File: src/rtl/spi_flash_burst_reader_if.sv
// Bus bundle for spi_flash_burst_reader: control, byte stream and SPI flash pins.
// Stream handshake: a byte moves on every clk edge where data_valid and data_ready are both high;
// data_valid never drops and data never changes while a byte is waiting to be taken.
interface spi_flash_burst_reader_if #(
    parameter int ADDR_W = 24,
    parameter int LEN_W  = 8
);
    logic              start;
    logic [ADDR_W-1:0] addr;
    logic [LEN_W-1:0]  len;
    logic              busy;
    logic              done;
    logic [7:0]        data;
    logic              data_valid;
    logic              data_ready;
    logic              spi_sck;
    logic              spi_cs_n;
    logic              spi_mosi;
    logic              spi_miso;

    modport slave (
        input  start, addr, len, data_ready, spi_miso,
        output busy, done, data, data_valid, spi_sck, spi_cs_n, spi_mosi
    );

    modport master (
        output start, addr, len, data_ready, spi_miso,
        input  busy, done, data, data_valid, spi_sck, spi_cs_n, spi_mosi
    );
endinterface

File: src/rtl/spi_flash_burst_reader.sv
// Fast Read (CMD) burst reader: streams len bytes from SPI flash over valid/ready, pausing SCK on backpressure.
// Optional abort input is built when SPI_FLASH_ABORT_EN is defined.
module spi_flash_burst_reader #(
    parameter int         ADDR_W       = 24,
    parameter int         LEN_W        = 8,
    parameter int         CLK_DIV      = 2,
    parameter int         DUMMY_CYCLES = 8,
    parameter int         CS_HIGH      = 4,
    parameter logic [7:0] CMD          = 8'h0B
) (
    input  logic                     clk,
    input  logic                     rstn,
`ifdef SPI_FLASH_ABORT_EN
    input  logic                     abort,
`endif
    spi_flash_burst_reader_if.slave  bus,
    output logic [2:0]               dbg_state
);

    localparam int TX_W  = 8 + ADDR_W;
    localparam int DIV_W = (CLK_DIV > 1) ? $clog2(CLK_DIV) : 1;
    localparam int CSH_W = (CS_HIGH > 1) ? $clog2(CS_HIGH) : 1;
    localparam int CNT_W = 16;

    typedef enum logic [2:0] {
        ST_IDLE   = 3'd0,
        ST_CMD    = 3'd1,
        ST_ADDR   = 3'd2,
        ST_DUMMY  = 3'd3,
        ST_DATA   = 3'd4,
        ST_STALL  = 3'd5,
        ST_FINISH = 3'd6
    } state_t;

    state_t            state;
    logic [DIV_W-1:0]  div_cnt;
    logic [CSH_W-1:0]  cs_cnt;
    logic [CNT_W-1:0]  bit_cnt;
    logic [TX_W-1:0]   tx_sr;
    logic [7:0]        rx_sr;
    logic [2:0]        rx_bits;
    logic [LEN_W-1:0]  remaining;
    logic [7:0]        data_q;
    logic [7:0]        pend_byte;
    logic              pend;
    logic              data_valid_q;
    logic              busy_q;
    logic              done_q;
    logic              sck_q;
    logic              cs_n_q;
    logic              mosi_q;

    logic              active;
    logic              tick;
    logic              sck_rise;
    logic              sck_fall;
    logic              can_load;
    logic              pend_load;
    logic [7:0]        rx_byte;
    logic              abort_hit;

    assign active    = state inside {ST_CMD, ST_ADDR, ST_DUMMY, ST_DATA};
    assign tick      = active && (div_cnt == DIV_W'(CLK_DIV - 1));
    assign sck_rise  = tick && !sck_q;
    assign sck_fall  = tick && sck_q;
    assign can_load  = !data_valid_q || bus.data_ready;
    assign pend_load = pend && can_load;
    assign rx_byte   = {rx_sr[6:0], bus.spi_miso};

`ifdef SPI_FLASH_ABORT_EN
    assign abort_hit = abort && (state != ST_IDLE) && (state != ST_FINISH);
`else
    assign abort_hit = 1'b0;
`endif

    always_ff @(posedge clk or negedge rstn) begin
        if (!rstn) begin
            state        <= ST_IDLE;
            div_cnt      <= '0;
            cs_cnt       <= '0;
            bit_cnt      <= '0;
            tx_sr        <= '0;
            rx_sr        <= '0;
            rx_bits      <= '0;
            remaining    <= '0;
            data_q       <= '0;
            pend_byte    <= '0;
            pend         <= 1'b0;
            data_valid_q <= 1'b0;
            busy_q       <= 1'b0;
            done_q       <= 1'b0;
            sck_q        <= 1'b0;
            cs_n_q       <= 1'b1;
            mosi_q       <= 1'b0;
        end else begin
            done_q <= 1'b0;

            // Output slot: a parked byte moves in as soon as the slot frees up, in any state.
            if (pend_load) begin
                data_q       <= pend_byte;
                data_valid_q <= 1'b1;
                pend         <= 1'b0;
            end else if (data_valid_q && bus.data_ready) begin
                data_valid_q <= 1'b0;
            end

            if (active) begin
                if (tick) begin
                    div_cnt <= '0;
                    sck_q   <= ~sck_q;
                end else begin
                    div_cnt <= div_cnt + 1'b1;
                end
            end

            if (abort_hit) begin
                // The byte in data survives; partial and parked bytes are dropped.
                state   <= ST_FINISH;
                sck_q   <= 1'b0;
                cs_n_q  <= 1'b1;
                mosi_q  <= 1'b0;
                div_cnt <= '0;
                cs_cnt  <= '0;
                pend    <= 1'b0;
                rx_bits <= '0;
            end else begin
                case (state)
                    ST_IDLE: begin
                        if (bus.start) begin
                            if (bus.len != '0) begin
                                tx_sr     <= {CMD, bus.addr};
                                remaining <= bus.len;
                                mosi_q    <= CMD[7];
                                cs_n_q    <= 1'b0;
                                busy_q    <= 1'b1;
                                bit_cnt   <= '0;
                                rx_bits   <= '0;
                                div_cnt   <= '0;
                                sck_q     <= 1'b0;
                                state     <= ST_CMD;
                            end else begin
                                done_q <= 1'b1;
                            end
                        end
                    end

                    ST_CMD: begin
                        if (sck_fall) begin
                            mosi_q <= tx_sr[TX_W-2];
                            tx_sr  <= {tx_sr[TX_W-2:0], 1'b1};
                            if (bit_cnt == CNT_W'(7)) begin
                                bit_cnt <= '0;
                                state   <= ST_ADDR;
                            end else begin
                                bit_cnt <= bit_cnt + 1'b1;
                            end
                        end
                    end

                    ST_ADDR: begin
                        // tx_sr back-fills with ones so mosi idles high through dummy and data.
                        if (sck_fall) begin
                            mosi_q <= tx_sr[TX_W-2];
                            tx_sr  <= {tx_sr[TX_W-2:0], 1'b1};
                            if (bit_cnt == CNT_W'(ADDR_W - 1)) begin
                                bit_cnt <= '0;
                                state   <= (DUMMY_CYCLES == 0) ? ST_DATA : ST_DUMMY;
                            end else begin
                                bit_cnt <= bit_cnt + 1'b1;
                            end
                        end
                    end

                    ST_DUMMY: begin
                        if (sck_fall) begin
                            if (bit_cnt == CNT_W'(DUMMY_CYCLES - 1)) begin
                                bit_cnt <= '0;
                                state   <= ST_DATA;
                            end else begin
                                bit_cnt <= bit_cnt + 1'b1;
                            end
                        end
                    end

                    ST_DATA: begin
                        if (sck_rise) begin
                            rx_sr   <= rx_byte;
                            rx_bits <= rx_bits + 1'b1;
                            if (rx_bits == 3'd7) begin
                                remaining <= remaining - 1'b1;
                                if (can_load) begin
                                    data_q       <= rx_byte;
                                    data_valid_q <= 1'b1;
                                end else begin
                                    pend      <= 1'b1;
                                    pend_byte <= rx_byte;
                                end
                            end
                        end else if (sck_fall) begin
                            // Stall only with SCK back low, so the flash sees a clean pause.
                            if (pend && !can_load) begin
                                state <= ST_STALL;
                            end else if (remaining == '0) begin
                                state  <= ST_FINISH;
                                cs_n_q <= 1'b1;
                                mosi_q <= 1'b0;
                                cs_cnt <= '0;
                            end
                        end
                    end

                    ST_STALL: begin
                        if (pend_load) begin
                            if (remaining == '0) begin
                                state  <= ST_FINISH;
                                cs_n_q <= 1'b1;
                                mosi_q <= 1'b0;
                                cs_cnt <= '0;
                            end else begin
                                state <= ST_DATA;
                            end
                        end
                    end

                    ST_FINISH: begin
                        if (cs_cnt == CSH_W'(CS_HIGH - 1)) begin
                            done_q <= 1'b1;
                            busy_q <= 1'b0;
                            state  <= ST_IDLE;
                        end else begin
                            cs_cnt <= cs_cnt + 1'b1;
                        end
                    end

                    default: state <= ST_IDLE;
                endcase
            end
        end
    end

    assign bus.busy       = busy_q;
    assign bus.done       = done_q;
    assign bus.data       = data_q;
    assign bus.data_valid = data_valid_q;
    assign bus.spi_sck    = sck_q;
    assign bus.spi_cs_n   = cs_n_q;
    assign bus.spi_mosi   = mosi_q;
    assign dbg_state      = state;

endmodule

File: src/flat_wrapper.sv
// flat-port wrapper written by rule: the top's interface ports become plain ports
module spi_flash_burst_reader_flat 
#(
    parameter int         ADDR_W       = 24,
    parameter int         LEN_W        = 8,
    parameter int         CLK_DIV      = 2,
    parameter int         DUMMY_CYCLES = 8,
    parameter int         CS_HIGH      = 4,
    parameter logic [7:0] CMD          = 8'h0B
)
  (clk, rstn, dbg_state, bus_start, bus_addr, bus_len, bus_data_ready, bus_spi_miso, bus_busy, bus_done, bus_data, bus_data_valid, bus_spi_sck, bus_spi_cs_n, bus_spi_mosi);
  spi_flash_burst_reader_if #(.ADDR_W(ADDR_W), .LEN_W(LEN_W)) bus_i ();
  input  logic clk;
  input  logic rstn;
  output logic [2:0] dbg_state;
  input wire logic [$bits(bus_i.start)-1:0] bus_start;
  input wire logic [$bits(bus_i.addr)-1:0] bus_addr;
  input wire logic [$bits(bus_i.len)-1:0] bus_len;
  input wire logic [$bits(bus_i.data_ready)-1:0] bus_data_ready;
  input wire logic [$bits(bus_i.spi_miso)-1:0] bus_spi_miso;
  output wire logic [$bits(bus_i.busy)-1:0] bus_busy;
  output wire logic [$bits(bus_i.done)-1:0] bus_done;
  output wire logic [$bits(bus_i.data)-1:0] bus_data;
  output wire logic [$bits(bus_i.data_valid)-1:0] bus_data_valid;
  output wire logic [$bits(bus_i.spi_sck)-1:0] bus_spi_sck;
  output wire logic [$bits(bus_i.spi_cs_n)-1:0] bus_spi_cs_n;
  output wire logic [$bits(bus_i.spi_mosi)-1:0] bus_spi_mosi;
  assign bus_i.start = bus_start;
  assign bus_i.addr = bus_addr;
  assign bus_i.len = bus_len;
  assign bus_i.data_ready = bus_data_ready;
  assign bus_i.spi_miso = bus_spi_miso;
  assign bus_busy = bus_i.busy;
  assign bus_done = bus_i.done;
  assign bus_data = bus_i.data;
  assign bus_data_valid = bus_i.data_valid;
  assign bus_spi_sck = bus_i.spi_sck;
  assign bus_spi_cs_n = bus_i.spi_cs_n;
  assign bus_spi_mosi = bus_i.spi_mosi;
  spi_flash_burst_reader #(.ADDR_W(ADDR_W), .LEN_W(LEN_W), .CLK_DIV(CLK_DIV), .DUMMY_CYCLES(DUMMY_CYCLES), .CS_HIGH(CS_HIGH), .CMD(CMD)) u_core (.clk(clk), .rstn(rstn), .bus(bus_i), .dbg_state(dbg_state));
endmodule
File: config.mk
export PLATFORM = sky130hd
export DESIGN_NAME = spi_flash_burst_reader_flat
export DESIGN_NICKNAME = d
export VERILOG_FILES = /design/src/rtl/spi_flash_burst_reader_if.sv /design/src/rtl/spi_flash_burst_reader.sv /design/src/flat_wrapper.sv
export SDC_FILE = /design/constraint.sdc
export NUM_CORES = 1
export LEC_CHECK = 0
export CORE_ASPECT_RATIO = 1.2
export CORE_MARGIN = 3
export CORE_UTILIZATION = 55
export CTS_CLUSTER_DIAMETER = 50
export DETAILED_ROUTE_END_ITERATION = 7
export PLACE_DENSITY = 0.81
export SLEW_MARGIN = 20
export SYNTH_ARGS = -nofsm -noshare
export SYNTH_HDL_FRONTEND = slang
export SYNTH_SLANG_ARGS = --single-unit
File: constraint.sdc
create_clock -name clk -period 6.1 [get_ports clk]
set_input_delay 0.915 -clock clk [delete_from_list [all_inputs] [get_ports clk]]
set_output_delay 0.915 -clock clk [all_outputs]
set_load 0.02 [all_outputs]
==> results of run 1 <==
[worst max-delay path by stage]
| stage | from | to | depth (start not counted) |
|---|---|---|---|
| 6_report | u_core.dbg_state[0]$_DFFE_PN0P_ | u_core.dbg_state[1]$_DFFE_PN0P_ | 9 |
| 3_5_place_dp | bus_len[2] | u_core.remaining[1]$_DFFE_PN0P_ | 6 |
| 4_1_cts | u_core.dbg_state[0]$_DFFE_PN0P_ | u_core.dbg_state[1]$_DFFE_PN0P_ | 9 |
| 5_1_grt | u_core.dbg_state[0]$_DFFE_PN0P_ | u_core.dbg_state[1]$_DFFE_PN0P_ | 9 |
| 3_3_place_gp | bus_len[2] | u_core.remaining[1]$_DFFE_PN0P_ | 6 |
| 2_1_floorplan | u_core.dbg_state[1]$_DFFE_PN0P_ | u_core.dbg_state[1]$_DFFE_PN0P_ | 12 |
[stage by stage]
stage                     instance area [um^2]  util, %  setup slack (ps)  cells
after floorplan                           4760        -              3140    490
after global placement                    5300     64.0              2880    628
after detailed placement                  5300     64.0              2820    628
after CTS                                 5540     66.9              2810    644
after global routing                      5550     66.9              2450    644
final                                     5550     66.9              2730    644
[logic make-up (layout without fill, tap and decap cells)]
group | count (synthesis) | in the layout | synth area share (%)
flip-flops | 94 | 94 | 49.4
multiplexers | 43 | 43 | 9.48
AO/OA/AOI/OAI | 137 | 137 | 17.9
AND/OR/NAND/NOR | 162 | 162 | 16.2
adder cells (fa/ha/maj) | 9 | 9 | 2.36
XOR/XNOR | 3 | 3 | 0.552
buffers and inverters | 42 | 82 | 4.10
[power breakdown]
| group | switching, mW | internal (mW) | leakage (nW) |
|---|---|---|---|
| Sequential | 0.000295 | 0.623 | 1.15 |
| Clock | 0.221 | 0.258 | 0.121 |
| Combinational | 0.0180 | 0.0227 | 1.12 |
[flip-flops by register name, indices dropped and copies added, names as in the netlist, 2 cells and up]
name and cells:
u_core.tx_sr 31, u_core.bit_cnt 16, u_core.bus.data 8, u_core.pend_byte 8, u_core.remaining 8, u_core.rx_sr 7, u_core.dbg_state 3, u_core.rx_bits 3
u_core.cs_cnt 2
[layout by cell type, fill, tap and decap left out, drive strengths merged, types with 5 or more instances in the layout]
cell	n
nor2	30
mux2	17
o21ai	46
nor4	8
and2	6
inv	13
clkdlybuf4s50	52
nand2	66
nand3	17
o22ai	10
a21oi	42
clkbuf	11
and3	5
nor3	12
mux2i	26
ha	9
a31oi	9
dfrtp	93
[routing by layer]
layer / global-route usage (%) / routed length [um] / vias to the layer above / part of all wire, %
met5: 0 / 0 / - / 0
met4: 5.93 / 117 / 0 / 1.1
met3: 5.29 / 498 / 12 / 4.9
met2: 36.6 / 5130 / 113 / 50
met1: 29.2 / 4510 / 1831 / 44
li1: - / - / 1847 / -
[layout make-up]
| type | count | area [um^2] | share of cell area [%] |
|---|---|---|---|
| sequential | 94 | 2350 | 42.4 |
| inverter | 10 | 37.5 | 0.677 |
| clock inverter | 5 | 86.3 | 1.56 |
| clock buffer | 11 | 151 | 2.73 |
| multi-input combinational | 354 | 2230 | 40.1 |
| timing repair buffer | 56 | 551 | 9.92 |
| tap | 114 | 143 | 2.57 |
==> run metrics, run 1 <==
run status completed; Routed WL 10300 um; RSZ-0062 raised after global routing no; Max-slew headroom 35.1%; FF-to-FF path depth 9; Pwr per Cell Area 206 nW/um^2; synth-to-layout area growth 16.5%; DR WL/cell 15.9 um; Mean Syn Cell Area 9.72 um^2; Root Driver clkbuf_8; Final ANT Viol Nets 0; minimum hold slack 427 ps; Syn Nets 536; Netlist Area Pre-Place 4760 um^2; DRC viols 0; vias in the first global route 3752; Critical-path top delay cell dfrtp_1; cell family with most CP delay compound AO/OA/AOI/OAI gates; Via density 5.91; critical path type reg2reg; Die Y 108 um; P_leak 2.39 nW; pin count of the biggest net entering global routing 74; placement row count 36; worst slew pin tran 972 ps; clock network latency to the later pin of the worst-skew pair 360 ps; chip width 91.0 um; initial antenna violation count 0; hold-fix buffers at CTS 0; worst r2r src u_core.dbg_state[0]$_DFFE_PN0P_; #FFs+latches synth 94; top cells by count, synth 93 x dfrtp_1, 66 x nand2_1, 43 x o21ai_0, 37 x a21oi_1, 30 x nor2_1; CTS tree built; RR Endpoint u_core.dbg_state[1]$_DFFE_PN0P_; final hold violation count 0; Seq/Total Area, Yosys 49.4%; final worst-path cycle share 55.3%; H-tree levels 3; Cell variety after synth 56; fin. max-slew vios 0; PortBufs 53; DP HPWL 7100 um; Clock Tree Buf Depth 2; Starting Density 57.5%; Main synth FF type dfrtp_1; DR vias 3803; crit path max fanout 22; WP data required 6370 ps; die area 9820 um^2; CP most frequent cell ha_1; Layout Nets 571; first-pass GRT wire length 17700 um; Cell Chain, Critical Path nor2_1 -> xnor2_1 -> ha_1 -> ha_1 -> nor3b_2 -> a21oi_1 -> a221o_1 -> a311o_1 -> a211oi_1; CORE AREA 8290 um^2; number of I/O pins 54; clock-pin slew on the worst setup and hold paths 90 ps; Max Cap Viol 0; Post-synth EDFFs 0; VDD IR max 0.133 mV; final setup violation count 0; Starting DRT DRC Count 347; Tot Pwr 1.14 mW; worst path arrival time 3640 ps; worst min-delay path class in2async; total negative slack 0 ps; most common cell in the netlist dfrtp_1; Worst setup SP type register; buffers and inverters on the worst path 0; share of layout cells above drive strength 1 9.81%; n_diodes 0; top-area cell type share of the netlist area 48.9%; clock sinks 94; Worst Setup End Kind register; filler instances 686; Yosys top cell by area dfrtp_1; cells after synthesis 490; # Post-CTS Setup Buffers 0; Resize count post-CTS 0; GPL Wtd Cong 0.947; Synth warnings 0; total track usage 22.0%; asr flop ratio synth 100%; peak per-stage delay on the critical path 810 ps; Remaining Overflow, GRT 0; CTS Buf Count 9; TritonRoute pass-1 iters 5; minimum clock period 3370 ps; leading post-synthesis cells by cell area dfrtp_1 49%, mux2i_1 5.5%, nand2_1 5.2%, o21ai_0 4.5%, mux2_2 4.0%; R2R Setup Slk 2730 ps; Fmax 297 MHz; clock skew 13.2 ps
(Power assumes the default switching activity.)
==> run 2: changes to the inputs <==
- CORE_UTILIZATION: 55 -> 51
- PLACE_DENSITY: 0.81 -> 0.79
- clock period: 6.1 -> 3.1 ns (I/O delays scaled with it)
==> run 2 against run 1 <==
- clock-buffer cell count shrank 2
- final area grew 0.99%
- clock power grew 81%
- final cell count grew 2.0%
- critical path depth is the same
- non-clock buffer count grew 7
- maximum frequency grew 27%
- routed wire length shrank 0.72%
- combinational power grew 100%
- total power grew 90%
- die area grew 7.4%
- via count shrank 0.11%
==> run metrics, run 2 (synthesis gave the netlist of run 1 again) <==
total track usage 20.1%; VDD IR max 0.269 mV; Cell Chain, Critical Path nor2_1 -> xnor2_1 -> ha_1 -> ha_1 -> nor3b_2 -> a21oi_1 -> a221o_1 -> a311o_1 -> a211oi_1; final setup violation count 0; first-pass GRT wire length 17200 um; chip width 94.2 um; Remaining Overflow, GRT 0; CTS Buf Count 9; Starting DRT DRC Count 251; Finished Layout Cells 657; Max-slew headroom 38.4%; filler instances 749; Via density 5.78; Largest regs u_core.tx_sr x31, u_core.bit_cnt x16; TritonRoute pass-1 iters 4; Resize count post-CTS 0; critical path type reg2reg; Clock Tree Buf Depth 2; Max Cap Viol 0; peak per-stage delay on the critical path 390 ps; commonest non-fill, non-tap cell in the layout dfrtp_1; synth-to-layout area growth 17.6%; most frequent cells in the layout 93 x dfrtp_1, 66 x nand2_1, 52 x clkdlybuf4s50_1, 43 x o21ai_0, 37 x a21oi_1; pre-CTS setup slack 476 ps; total negative slack 0 ps; DP HPWL 6960 um; clock network latency to the later pin of the worst-skew pair 380 ps; DR vias 3799; GPL Wtd Cong 0.864; crit path max fanout 7; DR WL/cell 15.5 um; H-tree levels 3; worst slew pin tran 922 ps; buffers and inverters on the worst path 0; clock-pin slew on the worst setup and hold paths 90 ps; WL met1 4520 um; initial antenna violation count 0; Layout Nets 578; share of layout cells above drive strength 1 11.0%; Inst Count DP 641; met3 wire length 549 um; Worst Setup End Kind register; fin area 5600 um^2; Die Y 112 um; RSZ-0062 raised after global routing no; CTS tree built; DRC viols 0; WP data required 3380 ps; Routed WL 10200 um; run status completed; worst min-delay path class in2async; final worst-path cycle share 85.5%; n_diodes 0; # Post-CTS Setup Buffers 0; Top reg by flops u_core.tx_sr; CORE AREA 9080 um^2; minimum hold slack 122 ps; fin. max-slew vios 0; die area 10500 um^2; final worst slack 451 ps; worst path arrival time 2930 ps; cell family with most CP delay compound AO/OA/AOI/OAI gates; final hold violation count 0; placement row count 38; clock skew 13.2 ps; vias in the first global route 3764; highest routed metal layer met4; Pwr per Cell Area 388 nW/um^2; PortBufs 53; Critical-path top delay cell dfrtp_1; minimum clock period 2650 ps; area post-placement 5390 um^2; Final ANT Viol Nets 0; clock sinks 94; Starting Density 52.5%; max reg flops 31; hold-fix buffers at CTS 0; P_leak 2.42 nW; DR WL met2 4870 um; Fmax 377 MHz; number of I/O pins 54; Worst setup SP type register; CP most frequent cell ha_1; Root Driver clkbuf_8; pin count of the biggest net entering global routing 95
run 2: changes by cell type in the layout (fill, tap and decap cells not counted):
cell | before | now
inv_8 | 0 | 3
clkinv_4 | 0 | 3
bufinv_16 | 2 | 1
clkbuf_8 | 11 | 9
inv_6 | 3 | 0
buf_12 | 0 | 2
nor3b_4 | 1 | 0
nor3b_2 | 1 | 2
buf_4 | 4 | 9
run 2: power breakdown:
part	switching (mW)	total [mW]	internal [mW]
Combinational	0.0357	0.0822	0.0465
Sequential	0.000639	1.23	1.23
Clock	0.473	0.867	0.394
Total	0.509	2.18	1.67
run 2: metrics by stage:
step	power, mW	util [%]
floorplan	1.26	-
global placement	1.33	59.3
detailed placement	1.33	59.3
CTS	2.20	61.7
global route	2.26	61.7
finish	2.18	61.7
run 2: worst paths after layout:
check                                                 from                               to  slack [ps]  depth (start not counted)
max in group asynchronous                             rstn      u_core.rx_sr[5]$_DFFE_PN0P_        2590                          2
max reg2reg                u_core.dbg_state[0]$_DFFE_PN0P_  u_core.dbg_state[1]$_DFFE_PN0P_         450                          9
min in group clk               u_core.tx_sr[6]$_DFFE_PN0P_      u_core.tx_sr[6]$_DFFE_PN0P_         490                          2
min reg2reg                    u_core.tx_sr[6]$_DFFE_PN0P_      u_core.tx_sr[6]$_DFFE_PN0P_         490                          2
min                                                   rstn      u_core.tx_sr[5]$_DFFE_PN0P_         120                          2
max                        u_core.dbg_state[0]$_DFFE_PN0P_  u_core.dbg_state[1]$_DFFE_PN0P_         450                          9
run 2: cell type report:
type / instances / area (um^2) / share of cell area (%)
multi-input combinational: 354 / 2220 / 39.6
sequential: 94 / 2350 / 42.0
inverter: 10 / 37.5 / 0.670
tap: 120 / 150 / 2.68
clock buffer: 9 / 124 / 2.21
clock inverter: 7 / 90.1 / 1.61
timing repair buffer: 63 / 628 / 11.2
run 2: routing by layer:
layer / global-route usage [%] / vias up
met5: 0 / -
met1: 26.3 / 1814
li1: - / 1854
met4: 9.63 / 0
met3: 4.26 / 23
met2: 31.5 / 108
